[config.mk]
export PLATFORM = sky130hd
export DESIGN_NAME = bnn_roll_stream
export DESIGN_NICKNAME = d
export VERILOG_FILES = /design/src/rtl/bnn_pkg.sv /design/src/rtl/bnn_neuron_chunk.sv /design/src/rtl/bnn_roll_stream.sv
export SDC_FILE = /design/constraint.sdc
export NUM_CORES = 1
export LEC_CHECK = 0
export ABC_AREA = 1
export BUFFER_PORTS_ARGS = -buffer_cell sky130_fd_sc_hd__buf_2
export CAP_MARGIN = 20
export CORE_MARGIN = 3
export CORE_UTILIZATION = 58
export DETAILED_ROUTE_END_ITERATION = 6
export PLACE_DENSITY = 0.74
export SLEW_MARGIN = 20
export SYNTH_ARGS = -nofsm -noshare
export SYNTH_HDL_FRONTEND = slang
export SYNTH_SLANG_ARGS = --single-unit
export TNS_END_PERCENT = 20
[constraint.sdc]
create_clock -name clk -period 15.9 [get_ports clk]
set_input_delay 1.59 -clock clk [delete_from_list [all_inputs] [get_ports clk]]
set_output_delay 1.59 -clock clk [all_outputs]
set_load 0.03 [all_outputs]
[src/rtl/bnn_pkg.sv]
// Shared types and elaboration-time width helpers for the rolled BNN classifier.
package bnn_pkg;

  typedef enum logic [1:0] {
    IDLE,
    HIDDEN,
    CLASS,
    DONE
  } state_t;

  // Signed accumulator width for one hidden neuron; wide enough for +/- FEAT_CNT full-scale features.
  function automatic int unsigned acc_width(input int unsigned feat_bits, input int unsigned feat_cnt);
    return feat_bits + $clog2(feat_cnt) + 2;
  endfunction

  // Width of a class agreement score in the range 0..hidden_cnt.
  function automatic int unsigned score_width(input int unsigned hidden_cnt);
    return $clog2(hidden_cnt + 1);
  endfunction

  function automatic int unsigned ceil_div(input int unsigned a, input int unsigned b);
    return (a + b - 1) / b;
  endfunction

endpackage

[src/rtl/bnn_neuron_chunk.sv]
// Combinational evaluation of PAR binary hidden neurons against the latched feature vector.
module bnn_neuron_chunk
  import bnn_pkg::*;
#(
  parameter int unsigned FEAT_CNT  = 12,
  parameter int unsigned FEAT_BITS = 4,
  parameter int unsigned PAR       = 8
) (
  input  logic [FEAT_CNT*FEAT_BITS-1:0] features_i,
  input  logic [PAR*FEAT_CNT-1:0]       weights_i,
  input  logic [PAR-1:0]                mask_i,
  output logic [PAR-1:0]                hid_o
);

  localparam int unsigned AW = acc_width(FEAT_BITS, FEAT_CNT);

  logic signed [AW-1:0] acc;
  logic signed [AW-1:0] x;

  // Signed sum of +/- features per neuron; a neuron fires when its sum is non-negative.
  always_comb begin
    hid_o = '0;
    acc   = '0;
    x     = '0;
    for (int unsigned p = 0; p < PAR; p++) begin
      acc = '0;
      for (int unsigned f = 0; f < FEAT_CNT; f++) begin
        x = AW'(features_i[f*FEAT_BITS +: FEAT_BITS]);
        if (weights_i[p*FEAT_CNT + f]) acc = acc + x;
        else                           acc = acc - x;
      end
      hid_o[p] = mask_i[p] & ~acc[AW-1];
    end
  end

endmodule

[src/rtl/bnn_roll_stream.sv]
// Rolled two-layer BNN classifier with valid/ready streams and PAR hidden neurons per cycle.
module bnn_roll_stream
  import bnn_pkg::*;
#(
  parameter int unsigned FEAT_CNT   = 12,
  parameter int unsigned FEAT_BITS  = 4,
  parameter int unsigned HIDDEN_CNT = 40,
  parameter int unsigned CLASS_CNT  = 6,
  parameter int unsigned PAR        = 8,
  parameter logic [FEAT_CNT*HIDDEN_CNT-1:0]  Weights0 = '0,
  parameter logic [HIDDEN_CNT*CLASS_CNT-1:0] Weights1 = '0
) (
  input  logic                             clk,
  input  logic                             rst,
  input  logic                             in_valid,
  output logic                             in_ready,
  input  logic [FEAT_CNT*FEAT_BITS-1:0]    features,
  output logic                             out_valid,
  input  logic                             out_ready,
  output logic [$clog2(CLASS_CNT)-1:0]     prediction,
  output logic                             busy
);

  localparam int unsigned NH    = ceil_div(HIDDEN_CNT, PAR);
  localparam int unsigned CHW   = (NH > 1) ? $clog2(NH) : 1;
  localparam int unsigned CLW   = $clog2(CLASS_CNT);
  localparam int unsigned SW    = score_width(HIDDEN_CNT);
  localparam int unsigned HPAD  = NH * PAR;
  localparam int unsigned WSL   = PAR * FEAT_CNT;
  localparam int unsigned W0PW  = HPAD * FEAT_CNT;
  // Zero-padded so the last partial chunk can use a full-width slice; padded neurons are masked off.
  localparam logic [W0PW-1:0] W0_PAD = W0PW'(Weights0);

  state_t                          state_q;
  logic [FEAT_CNT*FEAT_BITS-1:0]   feat_q;
  logic [HPAD-1:0]                 hid_q;
  logic [CHW-1:0]                  chunk_q;
  logic [CLW-1:0]                  cls_q;
  logic [SW-1:0]                   max_q;
  logic [CLW-1:0]                  best_q;
  logic                            out_valid_q;
  logic [CLW-1:0]                  pred_q;

  logic [31:0]                     chunk_idx;
  logic [31:0]                     cls_idx;
  logic [WSL-1:0]                  w_slice;
  logic [PAR-1:0]                  mask;
  logic [PAR-1:0]                  chunk_hid;
  logic [HPAD-1:0]                 hid_d;
  logic [HIDDEN_CNT-1:0]           row;
  logic [HIDDEN_CNT-1:0]           agree;
  logic [SW-1:0]                   score;
  logic                            take;
  logic                            accept;

  assign chunk_idx  = 32'(chunk_q);
  assign cls_idx    = 32'(cls_q);
  assign in_ready   = (state_q == IDLE) || ((state_q == DONE) && out_ready);
  assign accept     = in_valid && in_ready;
  assign busy       = (state_q == HIDDEN) || (state_q == CLASS);
  assign out_valid  = out_valid_q;
  assign prediction = pred_q;

  bnn_neuron_chunk #(
    .FEAT_CNT  (FEAT_CNT),
    .FEAT_BITS (FEAT_BITS),
    .PAR       (PAR)
  ) u_chunk (
    .features_i (feat_q),
    .weights_i  (w_slice),
    .mask_i     (mask),
    .hid_o      (chunk_hid)
  );

  // Select the current chunk's weights, mask neurons past HIDDEN_CNT, and merge results into the hidden vector.
  always_comb begin
    w_slice = W0_PAD[chunk_idx*WSL +: WSL];
    mask    = '0;
    for (int unsigned p = 0; p < PAR; p++) begin
      mask[p] = (chunk_idx*PAR + p) < HIDDEN_CNT;
    end
    hid_d = hid_q;
    hid_d[chunk_idx*PAR +: PAR] = (hid_q[chunk_idx*PAR +: PAR] & ~mask) | (chunk_hid & mask);
  end

  // XNOR-popcount score for the current class and strict-greater comparison against the running max.
  always_comb begin
    row   = Weights1[cls_idx*HIDDEN_CNT +: HIDDEN_CNT];
    agree = ~(hid_q[HIDDEN_CNT-1:0] ^ row);
    score = '0;
    for (int unsigned h = 0; h < HIDDEN_CNT; h++) begin
      score = score + SW'(agree[h]);
    end
    take = (cls_q == '0) || (score > max_q);
  end

  // Control FSM with registered handshake outputs, counters and argmax state.
  always_ff @(posedge clk) begin
    if (rst) begin
      state_q     <= IDLE;
      feat_q      <= '0;
      hid_q       <= '0;
      chunk_q     <= '0;
      cls_q       <= '0;
      max_q       <= '0;
      best_q      <= '0;
      out_valid_q <= 1'b0;
      pred_q      <= '0;
    end else begin
      case (state_q)
        IDLE: begin
          if (accept) begin
            feat_q  <= features;
            chunk_q <= '0;
            state_q <= HIDDEN;
          end
        end
        HIDDEN: begin
          hid_q <= hid_d;
          if (chunk_q == CHW'(NH - 1)) begin
            chunk_q <= '0;
            cls_q   <= '0;
            state_q <= CLASS;
          end else begin
            chunk_q <= chunk_q + 1'b1;
          end
        end
        CLASS: begin
          if (take) begin
            max_q  <= score;
            best_q <= cls_q;
          end
          if (cls_q == CLW'(CLASS_CNT - 1)) begin
            pred_q      <= take ? cls_q : best_q;
            out_valid_q <= 1'b1;
            cls_q       <= '0;
            state_q     <= DONE;
          end else begin
            cls_q <= cls_q + 1'b1;
          end
        end
        DONE: begin
          if (out_ready) begin
            out_valid_q <= 1'b0;
            if (in_valid) begin
              feat_q  <= features;
              chunk_q <= '0;
              state_q <= HIDDEN;
            end else begin
              state_q <= IDLE;
            end
          end
        end
        default: state_q <= IDLE;
      endcase
    end
  end

endmodule

==> results.toml, run 1 <==
[timing]
fin_crit_sh_pct = 65.7
fin_tns_setup_ns = 0
rsz0062_at_grt = "no"
max_slew.worst_pin.slew_ns = 0.965
hold_viol = 0
maxSlewHeadroom_pct = 35.4
skew_ns = 0.0103
fmax_ghz = 0.0957
final_max_slew_viol_count = 0
post-route-min-period_ns = 10.44
setup_violations = 0

[setup_path]
r2r-start = "feat_q[4]$_SDFFE_PP0P_"
critPathLaunch = "feat_q[4]$_SDFFE_PP0P_"
rrSetupSlack_ns = 5.46
required_ns = 16.12
cp.arrival_ns = 10.67
worst_path_most_repeated_cell = "inv_1"
reg2reg_to = "hid_q[29]$_SDFFE_PP0P_"
rr_worst_depth = 62
cp_max_fo = 28
slowest_stage = "fa_1"
startpoint_type = "register"
slowest_delay_ns = 0.46
critPathCaptureType = "register"
critPathKind = "reg -> reg"

[detailed_routing]
via_per_inst = 5.42
drcViolationCount = 0
firstDrtPassIters = 5
ant_nets = 0
wl_per_cell_um = 13.8
drtIter0Drc = 422
totalWireLength_um = 24200
vias = 9468

[global_routing]
antenna_found_initial = 0
grt_max_degree = 97
met1_usage_pct = 30.2
grt-ovfl-total = 0
gr-max-usage-layer = "met2"
grt_pass1_vias = 9105
grt.met2_usage_pct = 44.1
use_met3_pct = 3.23
track_usage_pct = 24.2
grt_pass1_wl_um = 40700

[final_layout]
antenna_cells = 0
drive_above_1_share_pct = 7.91
fin_nets = 1755
syn_to_final_growth_pct = 6.43
nFillCells = 1655

[yosys]
avgSynthCellArea_um2 = 7.30
ys_seq_elements = 109
yosysUniqueCellTypes = 52
synth_cells = 1477
synthFlopType = "dfxtp_1"
netlist_area_um2 = 10800
syn-num-nets = 1719
synth-warning-count = 0
async_flop_share_pct = 0
ys_seq_area_share_pct = 20.3
synth_edf_count = 0

[min_path]
min_from = "max_q[1]$_SDFFE_PP0P_"
hold_end = "max_q[1]$_SDFFE_PP0P_"
hold_class = "reg -> reg"
min_path_cells = 2

[clocking]
cts-root-buf = "clkbuf_16"
path_clk_slew_ns = 0.08
clk_latency_ns = 0.36
postCtsHoldBufs = 0
numCtsBuffers = 9
cts_tree = "built"
htreeDepth = 3
clock-sinks = 109
cts_max_path_buffers = 2
post_cts_buffers = 0
cts_resized = 0

[placement]
dpl.hpwl_um = 19200
routabilityCongestion = 0.912
port_buffers = 57

[floorplan]
rows = 49
die_y_um = 142
pin_count = 58
initial_core_util_pct = 59.6
die_x_um = 142
die_area_um2 = 20200
core_area_um2 = 18100

[flow_run]
cap_violations = 0

[status]
status = "completed"
Yosys cell counts, drive strengths merged, types with 5 or more instances:
cell type  instances  area, µm²
clkbuf            28        135
o21ai             95        475
a21oi            176        888
o221ai             5       43.8
fa                41        821
a211oi            11        113
xnor2             40        350
dfxtp            109       2180
buf                7       65.1
inv              275       1030
nand4             28        188
xor2              53        464
o211ai             5       37.5
o21bai             7       52.6
ha               149       1860
a22oi              6       45.0
a31oi              8       50.1
nor3              23        145
nand2            210        816
nor2              95        372
nand3             82        458
worst max-delay path by stage:
stage,cells past startpoint,end
final,62,hid_q[29]$_SDFFE_PP0P_
after global routing,61,hid_q[26]$_SDFFE_PP0P_
after CTS,61,hid_q[29]$_SDFFE_PP0P_
after detailed placement,61,hid_q[29]$_SDFFE_PP0P_
after global placement,67,hid_q[25]$_SDFFE_PP0P_
after floorplan,59,hid_q[2]$_SDFFE_PP0P_
layout make-up:
class / instances / area (µm²) / share of cell area [%]
Clock buffer: 10 / 229 / 2.00
Timing Repair Buffer: 60 / 308 / 2.68
Clock inverter: 6 / 65.1 / 0.567
Inverter: 276 / 1040 / 9.03
Tap cell: 229 / 287 / 2.50
Multi-Input combinational cell: 1057 / 7360 / 64.2
Sequential cell: 109 / 2180 / 19.0
state kept, by name (all words and copies together), names as in the netlist:
signal	count
chunk_q	3
out_valid	1
state_q	2
hid_q	40
max_q	6
best_q	3
feat_q	48
prediction	3
cls_q	3
cell families after synthesis:
family	share of synthesized area, %
flip-flops	20.3
AND/OR/NAND/NOR	18.8
XOR/XNOR	7.56
adder cells (fa/ha/maj)	24.9
AO/OA/AOI/OAI	17.0
buffers and inverters	11.5
critical path: cells and delay by family (launching register included):
family                   cells  cell delay, ns
AND/OR/NAND/NOR             15            1.52
flip-flops                   1            0.36
XOR/XNOR                    11            1.76
adder cells (fa/ha/maj)     12            3.90
buffers and inverters       15            1.09
AO/OA/AOI/OAI                9            1.67
placed cells by master (no fill, tap or decap), types with 3 or more instances in the layout:
cell / count
o21a_1: 3
fa_1: 41
buf_2: 57
o221ai_1: 5
o21ai_0: 93
ha_1: 149
nor4_1: 3
nand2_2: 11
buf_4: 3
a31oi_1: 8
clkbuf_16: 9
a22oi_1: 6
nand3_1: 74
a21o_1: 4
nand3_2: 7
nor3_1: 16
nor2_2: 3
inv_1: 273
dfxtp_1: 109
o211ai_1: 5
xor2_1: 53
o21bai_1: 7
a211oi_2: 6
xnor2_1: 40
nand4_1: 26
nor2_1: 91
nand2_1: 199
a21oi_1: 174
a211oi_1: 5
nor3_2: 7
stage by stage:
step / utilization, % / cell area (µm²) / hold WS, ns / setup WS [ns] / std cells
detailed placement: 61.8 / 11200 / 0.453 / 5.57 / 1731
CTS: 63.4 / 11500 / 0.469 / 5.52 / 1747
floorplan: - / 10800 / 0.435 / 6.65 / 1477
global placement: 61.8 / 11200 / 0.447 / 5.80 / 1731
finish: 63.4 / 11500 / 0.467 / 5.46 / 1747
global route: 63.4 / 11500 / 0.481 / 4.43 / 1747
layer usage:
layer  part of all wire [%]  wire length [µm]  up-vias
met5                      0                 0        -
met4                    2.1               501        0
met3                    3.0               720       34
met2                     50             12100      157
met1                     45             10800     4352
li1                       -                 -     4925
Power of run 1 is not shown: default switching activity piles up to over one toggle a cycle in this logic, so the estimate is an artifact.
==> run 2: changes to the inputs <==
- clock period: 15.9 -> 10.5 ns (I/O delays scaled with it)
==> run 2 against run 1 <==
Net effect: critical path depth shrank 7; non-clock buffer count up 6; clock-buffer cell count unchanged; global-route usage grew 0.20 points; cell area rose by 3.0%; utilization up 1.9 points; via count up 2.3%; cell count grew 0.46%; critical path type unchanged; register-to-register slack got worse by 4.8 ns; maximum frequency is 5.7% higher.
==> results.toml, run 2 (synthesis results as in run 1) <==
[setup_path]
rrSetupSlack_ns = 0.62
required_ns = 10.73
critPathKind = "reg -> reg"
critPathTopFamily = "adder cells"
r2r-start = "feat_q[4]$_SDFFE_PP0P_"
reg2reg_to = "hid_q[7]$_SDFFE_PP0P_"
worst_path_most_repeated_cell = "inv_1"
crit_buf_inv = 14
slowest_delay_ns = 0.59
startpoint_type = "register"
critPathCaptureType = "register"
critPathLaunch = "feat_q[4]$_SDFFE_PP0P_"
cp_max_fo = 7
cp.arrival_ns = 10.11
slowest_stage = "fa_2"
rr_worst_depth = 55

[floorplan]
rows = 49
die_y_um = 142
die_area_um2 = 20200
core_area_um2 = 18100
die_x_um = 142
pin_count = 58
initial_core_util_pct = 59.6

[timing]
maxSlewHeadroom_pct = 35.4
hold_viol = 0
fmax_ghz = 0.101
final_max_slew_viol_count = 0
max_slew.worst_pin.slew_ns = 0.966
post-route-min-period_ns = 9.88
setup_violations = 0
skew_ns = 0.0104
timing.final.ws_setup_ns = 0.616
whs_ns = 0.464
fin_crit_sh_pct = 94.1

[detailed_routing]
ant_nets = 0
vias = 9684
wl_per_cell_um = 14.5
drcViolationCount = 0
drtIter0Drc = 502
totalWireLength_um = 25400
firstDrtPassIters = 6
via_per_inst = 5.52

[global_routing]
grt_max_degree = 97
grt_pass1_wl_um = 41000
grt_pass1_vias = 9167
grt-ovfl-total = 0
antenna_found_initial = 0
track_usage_pct = 24.4

[clocking]
path_clk_slew_ns = 0.08
postCtsHoldBufs = 0
numCtsBuffers = 9
cts_tree = "built"
cts-root-buf = "clkbuf_16"
clk_latency_ns = 0.37
cts_max_path_buffers = 2
htreeDepth = 3
clock-sinks = 109

[placement]
place_ws_ns = 0.136
dpl.hpwl_um = 19300
placed_area_um2 = 11200
port_buffers = 57
routabilityCongestion = 0.910

[status]
status = "completed"

[final_layout]
drive_above_1_share_pct = 11.7
final_common_cell = "inv_1"
antenna_cells = 0
design_area_um2 = 11800
syn_to_final_growth_pct = 9.64
largest_register_ffs = 48
fin_nets = 1763
top_register = "feat_q"
mostFrequentLayoutCells = "inv_1, nand2_1, a21oi_1"
reg.largest.list = "feat_q x48, hid_q x40, max_q x6"

[min_path]
hold_class = "reg -> reg"
hold_end = "max_q[1]$_SDFFE_PP0P_"
min_path_cells = 2
min_from = "max_q[1]$_SDFFE_PP0P_"

[flow_run]
cap_violations = 0
run 2: cell types whose count changed in the layout (fill, tap and decap cells not counted), sizes merged:
cell,before,now
buf,60,66
nand3,82,84
run 2: worst max-delay path by stage:
stage / to / slack [ns] / depth (start not counted)
after floorplan: hid_q[2]$_SDFFE_PP0P_ / 1.25 / 59
after global placement: hid_q[25]$_SDFFE_PP0P_ / 0.40 / 67
after detailed placement: hid_q[29]$_SDFFE_PP0P_ / 0.14 / 61
after CTS: hid_q[29]$_SDFFE_PP0P_ / 0.1 / 61
after global routing: hid_q[12]$_SDFFE_PP0P_ / -0.07 / 67
final: hid_q[7]$_SDFFE_PP0P_ / 0.62 / 55
run 2: metal layers:
metal	global-route usage [%]	share of wire [%]	routed length, µm	vias to the layer above
met5	0	0	0	-
met3	3.16	3.8	968	35
li1	-	-	-	4947
met1	30.1	44	11100	4511
met4	5.75	1.7	438	0
met2	45.1	51	12900	191
run 2: tightest hold or removal path: stages, from the launching register on:
cell and delay [ns]:
dfxtp_1 0.30, inv_1 0.06, a21oi_1 0.06
run 2: area by class of cell:
cell class / count / area, µm²
Multi-Input combinational cell: 1059 / 7660
Fill cell: 1583 / 6270
Sequential cell: 109 / 2180
Inverter: 276 / 1040
Timing Repair Buffer: 66 / 353
Tap cell: 229 / 287
Clock buffer: 10 / 229
Clock inverter: 6 / 65.1
run 2: stage by stage:
step | TNS (ns) | cells | util (%)
2_1_floorplan | 0 | 1477 | -
3_3_place_gp | 0 | 1731 | 61.8
3_5_place_dp | 0 | 1731 | 61.8
4_1_cts | 0 | 1747 | 63.4
5_1_grt | -0.544 | 1755 | 65.3
6_report | 0 | 1755 | 65.3
run 2: repair_timing:
| item | CTS | global route |
|---|---|---|
| setup endpoints to repair | 0 | 40 |
| gates resized for setup | 0 | 65 |
| setup buffers | 0 | 6 |
Power of run 2 is left out for the same reason.
